## src/rtl/screen_fade_ctrl.sv

```systemverilog
// screen_fade_ctrl: scene sequencer for the VGA output path.
// Picks one of three full-screen renderers (title, fight, game-over),
// steps a frame-synchronised scene FSM on start/KO events and ramps the
// brightness down and back up around every scene change. The final pixel
// is registered once on vga_clk.
//
// start_btn / p1_ko / p2_ko are levels. They are captured into pending
// flags on any cycle, but only in the scenes that accept them, and those
// flags are consumed on the next frame tick.
module screen_fade_ctrl #(
  parameter int FADE_DIV    = 2,    // frames per brightness step
  parameter int HOLD_FRAMES = 120   // frames game-over is shown before start counts
) (
  input  logic        vga_clk,
  input  logic        reset_n,
  input  logic [9:0]  DrawX,
  input  logic [9:0]  DrawY,
  input  logic        blank,
  input  logic        start_btn,
  input  logic        p1_ko,
  input  logic        p2_ko,
  input  logic [11:0] title_rgb,
  input  logic [11:0] fight_rgb,
  input  logic [11:0] gameover_rgb,
  output logic [1:0]  screen_sel,
  output logic        fading,
  output logic [1:0]  winner,
  output logic [3:0]  red,
  output logic [3:0]  green,
  output logic [3:0]  blue
);

  localparam int DIV_W  = (FADE_DIV > 1) ? $clog2(FADE_DIV) : 1;
  localparam int HOLD_W = $clog2(HOLD_FRAMES + 1);
  localparam logic [DIV_W-1:0]  DIV_LAST = DIV_W'(FADE_DIV - 1);
  localparam logic [HOLD_W-1:0] HOLD_MAX = HOLD_W'(HOLD_FRAMES);

  localparam logic [1:0] SEL_TITLE    = 2'd0;
  localparam logic [1:0] SEL_FIGHT    = 2'd1;
  localparam logic [1:0] SEL_GAMEOVER = 2'd2;

  typedef enum logic [2:0] {
    ST_TITLE    = 3'd0,
    ST_FIGHT    = 3'd1,
    ST_GAMEOVER = 3'd2,
    ST_FADE_OUT = 3'd3,
    ST_FADE_IN  = 3'd4
  } state_t;

  state_t              state_q, state_d;
  logic [1:0]          target_q, target_d;
  logic [1:0]          sel_q, sel_d;
  logic [4:0]          bright_q, bright_d;   // 0..16, 16 = full brightness
  logic [DIV_W-1:0]    div_q, div_d;
  logic [HOLD_W-1:0]   hold_q, hold_d;
  logic                start_pend_q, ko_pend_q;
  logic [1:0]          winner_q;
  logic                start_clr, ko_clr, winner_clr;
  logic                prev_origin_q;
  logic                at_origin, tick;
  logic [11:0]         src;
  logic [8:0]          prod_r, prod_g, prod_b;
  logic [3:0]          red_q, green_q, blue_q;

  // Destination scene that a fade lands in once it completes.
  function automatic state_t sel_to_state(input logic [1:0] s);
    case (s)
      SEL_FIGHT:    return ST_FIGHT;
      SEL_GAMEOVER: return ST_GAMEOVER;
      default:      return ST_TITLE;
    endcase
  endfunction

  // A held (0,0) position yields only a single tick thanks to the
  // registered previous-cycle compare.
  assign at_origin = (DrawX == 10'd0) && (DrawY == 10'd0);
  assign tick      = at_origin && !prev_origin_q;

  // Remember whether the previous cycle was at the frame origin.
  always_ff @(posedge vga_clk) begin
    if (!reset_n) prev_origin_q <= 1'b0;
    else          prev_origin_q <= at_origin;
  end

  // Scene FSM next-state logic; everything here moves only on frame ticks.
  always_comb begin
    state_d    = state_q;
    target_d   = target_q;
    sel_d      = sel_q;
    bright_d   = bright_q;
    div_d      = div_q;
    hold_d     = hold_q;
    start_clr  = 1'b0;
    ko_clr     = 1'b0;
    winner_clr = 1'b0;
    if (tick) begin
      case (state_q)
        ST_TITLE: begin
          if (start_pend_q) begin
            state_d    = ST_FADE_OUT;
            target_d   = SEL_FIGHT;
            div_d      = '0;
            start_clr  = 1'b1;
            winner_clr = 1'b1;
          end
        end
        ST_FIGHT: begin
          if (ko_pend_q) begin
            state_d  = ST_FADE_OUT;
            target_d = SEL_GAMEOVER;
            div_d    = '0;
            ko_clr   = 1'b1;
          end
        end
        ST_GAMEOVER: begin
          if (hold_q != HOLD_MAX) hold_d = hold_q + HOLD_W'(1);
          if (start_pend_q) begin
            state_d   = ST_FADE_OUT;
            target_d  = SEL_TITLE;
            div_d     = '0;
            start_clr = 1'b1;
          end
        end
        ST_FADE_OUT: begin
          if (div_q == DIV_LAST) begin
            div_d    = '0;
            bright_d = bright_q - 5'd1;
            // Swap screens at black so the new scene fades in cleanly.
            if (bright_q == 5'd1) begin
              sel_d   = target_q;
              state_d = ST_FADE_IN;
            end
          end else begin
            div_d = div_q + DIV_W'(1);
          end
        end
        ST_FADE_IN: begin
          if (div_q == DIV_LAST) begin
            div_d    = '0;
            bright_d = bright_q + 5'd1;
            if (bright_q == 5'd15) begin
              state_d = sel_to_state(target_q);
              if (target_q == SEL_GAMEOVER) hold_d = '0;
            end
          end else begin
            div_d = div_q + DIV_W'(1);
          end
        end
        default: state_d = ST_TITLE;
      endcase
    end
  end

  // Scene FSM registers; reset aborts any fade in progress.
  always_ff @(posedge vga_clk) begin
    if (!reset_n) begin
      state_q  <= ST_TITLE;
      target_q <= SEL_TITLE;
      sel_q    <= SEL_TITLE;
      bright_q <= 5'd16;
      div_q    <= '0;
      hold_q   <= '0;
    end else begin
      state_q  <= state_d;
      target_q <= target_d;
      sel_q    <= sel_d;
      bright_q <= bright_d;
      div_q    <= div_d;
      hold_q   <= hold_d;
    end
  end

  // Pending start/KO latches; consumption on a tick wins over a new set.
  always_ff @(posedge vga_clk) begin
    if (!reset_n) begin
      start_pend_q <= 1'b0;
      ko_pend_q    <= 1'b0;
      winner_q     <= 2'b00;
    end else begin
      if (start_clr)
        start_pend_q <= 1'b0;
      else if (start_btn && ((state_q == ST_TITLE) ||
                             ((state_q == ST_GAMEOVER) && (hold_q == HOLD_MAX))))
        start_pend_q <= 1'b1;

      if (ko_clr)
        ko_pend_q <= 1'b0;
      else if ((state_q == ST_FIGHT) && !ko_pend_q && (p1_ko || p2_ko))
        ko_pend_q <= 1'b1;

      // First KO in a fight decides the result: {p1_ko, p2_ko}.
      if (winner_clr)
        winner_q <= 2'b00;
      else if ((state_q == ST_FIGHT) && !ko_pend_q && (p1_ko || p2_ko))
        winner_q <= {p1_ko, p2_ko};
    end
  end

  // Source renderer selection follows the registered screen select.
  always_comb begin
    src = 12'h000;
    case (sel_q)
      SEL_TITLE:    src = title_rgb;
      SEL_FIGHT:    src = fight_rgb;
      SEL_GAMEOVER: src = gameover_rgb;
      default:      src = 12'h000;
    endcase
  end

  // Brightness scaling: (channel * bright) >> 4, exact at bright = 16.
  assign prod_r = 9'(src[11:8]) * 9'(bright_q);
  assign prod_g = 9'(src[7:4])  * 9'(bright_q);
  assign prod_b = 9'(src[3:0])  * 9'(bright_q);

  // Final pixel register; blanking forces black.
  always_ff @(posedge vga_clk) begin
    if (!reset_n || !blank) begin
      red_q   <= 4'h0;
      green_q <= 4'h0;
      blue_q  <= 4'h0;
    end else begin
      red_q   <= prod_r[7:4];
      green_q <= prod_g[7:4];
      blue_q  <= prod_b[7:4];
    end
  end

  assign screen_sel = sel_q;
  assign fading     = (state_q == ST_FADE_OUT) || (state_q == ST_FADE_IN);
  assign winner     = winner_q;
  assign red        = red_q;
  assign green      = green_q;
  assign blue       = blue_q;

endmodule

```

## config.mk

```make
export PLATFORM = sky130hd
export DESIGN_NAME = screen_fade_ctrl
export DESIGN_NICKNAME = d
export VERILOG_FILES = /design/src/rtl/screen_fade_ctrl.sv
export SDC_FILE = /design/constraint.sdc
export NUM_CORES = 1
export LEC_CHECK = 0
export ABC_AREA = 1
export BUFFER_PORTS_ARGS = -buffer_cell sky130_fd_sc_hd__buf_2
export CAP_MARGIN = 20
export CORE_UTILIZATION = 60
export DETAILED_ROUTE_END_ITERATION = 8
export GPL_TIMING_DRIVEN = 0
export PLACE_DENSITY = 0.95
export SLEW_MARGIN = 20
export SYNTH_ARGS = -nofsm -noshare
export SYNTH_HDL_FRONTEND = slang
export SYNTH_SLANG_ARGS = --single-unit
```

## constraint.sdc

```tcl
create_clock -name vga_clk -period 5.14 [get_ports vga_clk]
set_input_delay 0.514 -clock vga_clk [delete_from_list [all_inputs] [get_ports vga_clk]]
set_output_delay 0.514 -clock vga_clk [all_outputs]
set_load 0.005 [all_outputs]
```

* Word level (Yosys, flattened, before mapping)
Index checks and enable logic that the tools add are counted.
** Cells by class
- Add/sub/neg operators :: 4
- $mul :: 3
- Reductions and logical operators :: 33
- Equal/unequal tests :: 22
- Muxes and demuxes :: 33
- Bitwise logic cells :: 1
** Operators by type and width (number)
- $pmux 12 s3 :: 1
- $mux 7 :: 4
- $mul 4x5->8 :: 3
- $logic_not 10->1 :: 2
- $mux 3 :: 6
- $ne 2x2->1 const B :: 9
- $pmux 7 s2 :: 1
- $pmux 3 s4 :: 1
- $reduce_and 4->1 :: 3
- $mux 1 :: 11
- $mux 5 :: 2
- $pmux 5 s2 :: 1
- $reduce_or 2->1 :: 5
- $add 7x1->7 const B :: 1
- $eq 7x7->1 const B :: 1
- $ne 7x7->1 const B :: 1
- $reduce_and 7->1 :: 1
- $eq 3x2->1 const B :: 2
- $logic_and 1x1->1 :: 6
- $mux 2 :: 3
- $pmux 2 s3 :: 1
- $reduce_and 6->1 :: 1
- $reduce_bool 3->1 :: 2
- $add 5x1->5 const B :: 1
- 18 further kinds :: 27
** Storage, ports and cells
- Register bits after elaboration :: 37
- Output and inout bits :: 17
- Bits of input ports :: 62
- Word-level logic and storage cells :: 109

* Logic depth before layout (Yosys ltp)
- Depth after elaboration :: 5
- Gate-level depth with buffers :: 19
- Mapped depth without buffers :: 18

* Least setup slack after synthesis
OpenSTA, ideal clock, no wires.
- Path kind :: register -> register
- Start point :: register sel_q[1] (netlist: screen_sel[1])
- End point :: register red_q[3] (netlist: red[3])
- Path buffers :: 2
- Clock period less this slack :: 3176 ps
- Slack :: 1964 ps
- Library setup time :: 115 ps
- Stages on the path, launching flop included :: 19
- Arrival time :: 3061 ps
- Required time :: 5025 ps
- Path through :: dfxtp_1 > buf_6 > nor2_8 > buf_12 > nand2_1 > nand3_2 > nand2_1 > inv_1 > fa_1 > inv_1 > fa_1 > inv_1 > ha_1 > a21oi_1 > nor2_1 > a211oi_1 > nand3_1 > nand2_1 > nor2_1
** On the way
- Cells in the longest elaborated chain, start to end :: 3
** RTL lines
- start, declared :: line 52 : logic [1:0] sel_q, sel_d;
- start signal, assigned :: line 166 : sel_q <= sel_d;
- $eq 2x2->1, or another cell as far along :: line 202 : case (sel_q)
- $pmux 12 s3 * :: line 202
- $mul 4x5->8 * :: line 211 : assign prod_r = 9'(src[11:8]) * 9'(bright_q);
- end signal, assigned :: line 222 : red_q <= prod_r[7:4];
- end, declared :: line 63 : logic [3:0] red_q, green_q, blue_q;
Every way passes the cells marked *; elsewhere a longest branch is shown, timed or not.
A chain may end at the register's enable or synchronous reset.

* Final worst setup path
Ends and elaborated chain as after synthesis.

==> results.md <==
- Library cells used by synthesis: 37
- Pwr Total: 575 uW
- IO Port Bufs: 78
- H-tree depth: 2
- Max-slew headroom: 65.3%
- Most used DFF post-synth: dfxtp_1
- Synth Area in Adders: 19.2%
- Post-Synthesis Cells: 563
- CP Capture Type: flop
- Pre-antenna DRT Iters: 5
- Ant. Diodes: 0
- Area share of the largest cell type after synthesis: 19.9%
- Hold_buf cts: 0
- Critical Setup Path Class: reg -> reg
- Seq/Total Area, Yosys: 19.9%
- Reg-to-reg slack, setup: 1.59 ns
- First-pass GRT wire length: 14.7 mm
- Final min period: 3.55 ns
- Avg WL per Cell: 12.4 um
- Core Region: 5960 um^2
- ANT nets after route: 0
- WL final: 9.01 mm
- Total Routing Usage GR: 29.0%
- Type of the most critical hold path: in -> reg
- # rows: 28
- Bufs on Longest Clock Path: 2
- Detail Placement HPWL: 7.09 mm
- CP arrival: 3.74 ns
- CTS resizes: 0
- Yosys reg bits: 37
- Max Cap Viol: 0
- Die width: 80.8 um
- Die Area: 6520 um^2
- CTS tree: built
- CTS sink cnt: 37
- Root buf cell: clkbuf_8
- Ys Warns: 0
- Synth Area in Compound Gates: 6.05%
- Clock transition at path regs: 0.08 ns
- Final hold vios: 0
- Initial antenna violation count: 0
- Largest family of logic cells by synthesized area: simple AND/OR/NAND/NOR gates
- Synth Area in XOR/XNOR: 3.06%
- Critical path peak fanout: 9
- Die Y-Extent: 80.8 um
- Post-synthesis mux area share: 0%
- Fillers: 475
- Vias: 3908
- Ys async rst share: 0%
- Status: completed
- Leakage Power: 0.00251 uW
- RSZ-0062 raised after global routing: false
- Post-CTS setup buffers: 0
- # DRC: 0
- Top-count cell post-synth: nand2_1
- Worst Path Required: 5.33 ns
- Routed vias/inst: 5.40
- Clock skew: 0.0115 ns
- DRT iter0 DRCs: 216
- Slew at the pin with the worst max-slew slack: 0.521 ns
- Mapped Nets: 673
- Final worst path period share: 69.0%
- CP Launch Type: flop
- Layout cell share with drive strength beyond 1: 21.1%
- Total power divided by cell area: 134 nW/um^2
- Final nets: 758
- Setup_tns: 0 ns
- Initial core utilization: 62.5%
- Cell area after synthesis: 3720 um^2
- Area Overhead vs Synth: 15.2%
- Endpoints failing setup: 0
- Top post-synthesis cells by count: nand2_1, inv_1, nor2_1, nand3_1, dfxtp_1
- Post-synth EDFFs: 0
- Worst-Skew Late Latency: 0.30 ns
- Total CTS buffers: 5
- Slew Viols, Final: 0
- Grt total ovfl: 0
- Worst VDD drop: 0.118 mV
- Yosys top cell by area: dfxtp_1
- Vias in the first global route: 3664
- Routability Congestion: 0.897
- Top Ports: 79
- Syn avg cell area: 6.61 um^2
- Largest net degree at the start of global routing: 12
- Max Freq: 282 MHz
- Simple-Gate Fraction of Synth Area: 39.0%
- Top cells by area, synth: dfxtp_1, nand2_1, ha_1
metal layers:
layer / routed length, um / share of wire (%) / vias up / global-route usage (%)
li1: - / - / 1914 / -
met1: 3550 / 39 / 1776 / 29.7
met2: 4500 / 50 / 183 / 54.6
met3: 555 / 6.2 / 35 / 5.06
met4: 404 / 4.5 / 0 / 17.5
met5: 0 / 0 / - / 0
cell usage in the layout, fill, tap and decap left out, types with 2 or more instances in the layout:
cell / n
dfxtp_1: 37
o21ai_0: 7
nor2_4: 5
nor2_1: 61
nand3_1: 39
buf_2: 81
inv_2: 6
nand3b_1: 2
nand4_1: 12
nor3_1: 2
nand2_2: 13
xnor2_1: 5
nand2_4: 2
buf_4: 2
nand2_1: 151
o21ai_1: 2
a211oi_1: 4
inv_1: 95
xor2_1: 8
a21oi_1: 27
nand3_2: 10
clkbuf_1: 7
ha_1: 33
buf_6: 2
nor2_2: 3
fa_1: 15
clkbuf_8: 5
clkinv_2: 2
power by group:
part           switching [uW]  internal, uW
Sequential               1.25           291
Combinational            44.1          35.7
Clock                     109          94.1
path summary, 6_finish.rpt:
kind,start,endpoint,cells after the start
worst min-delay path,DrawY[8],prev_origin_q,4
worst max-delay path,screen_sel[1],red[3],18
worst min register to register,start_pend_q,start_pend_q,2
worst max register to register,screen_sel[1],red[3],18
worst max-delay path, cell delays in order, from the launching register on:
cell and delay, ns:
dfxtp_1 0.32, buf_6 0.15, inv_2 0.15, nor2_2 0.10, nand2_1 0.07, nand3_1 0.17
nand2_1 0.11, inv_1 0.06, fa_1 0.51, inv_1 0.06, fa_1 0.54, inv_1 0.06
ha_1 0.36, a21oi_1 0.21, nor2_1 0.07, a211oi_1 0.26, nand3_1 0.12, nand2_1 0.07
nor2_1 0.05
registers in the layout (all words and copies together), names as in the netlist:
register / cells
blue: 4
state_q: 3
screen_sel: 2
ko_pend_q: 1
bright_q: 5
prev_origin_q: 1
div_q: 1
start_pend_q: 1
target_q: 2
red: 4
winner: 2
green: 4
hold_q: 7
final cells by class:
type | count | area [um^2] | share of cell area [%]
plain buffers | 14 | 95.1 | 2.22
well taps | 75 | 93.8 | 2.19
inverters | 102 | 383 | 8.92
multi-input cells | 410 | 2500 | 58.4
repair buffers | 78 | 390 | 9.10
flip-flops and latches | 37 | 741 | 17.3
clock buffers | 6 | 72.6 | 1.69
clock inverters | 2 | 10.0 | 0.233
kinds of logic after synthesis:
group | after synthesis
simple gates | 307
flops | 37
fa+ha+maj | 48
xor+xnor | 13
compound gates | 42
buf+inv | 116
per-stage QoR:
step | hold WS (ns) | std cells | setup WS [ns] | instance area (um^2) | util [%]
after floorplan | 0.450 | 563 | 1.96 | 3720 | -
after global placement | 0.467 | 716 | 1.75 | 4210 | 70.7
after detailed placement | 0.476 | 716 | 1.63 | 4210 | 70.7
after CTS | 0.477 | 724 | 1.60 | 4290 | 72.0
after global routing | 0.493 | 724 | 1.33 | 4290 | 72.0
final | 0.484 | 724 | 1.59 | 4290 | 72.0
Power figures use the tool's default switching activity.
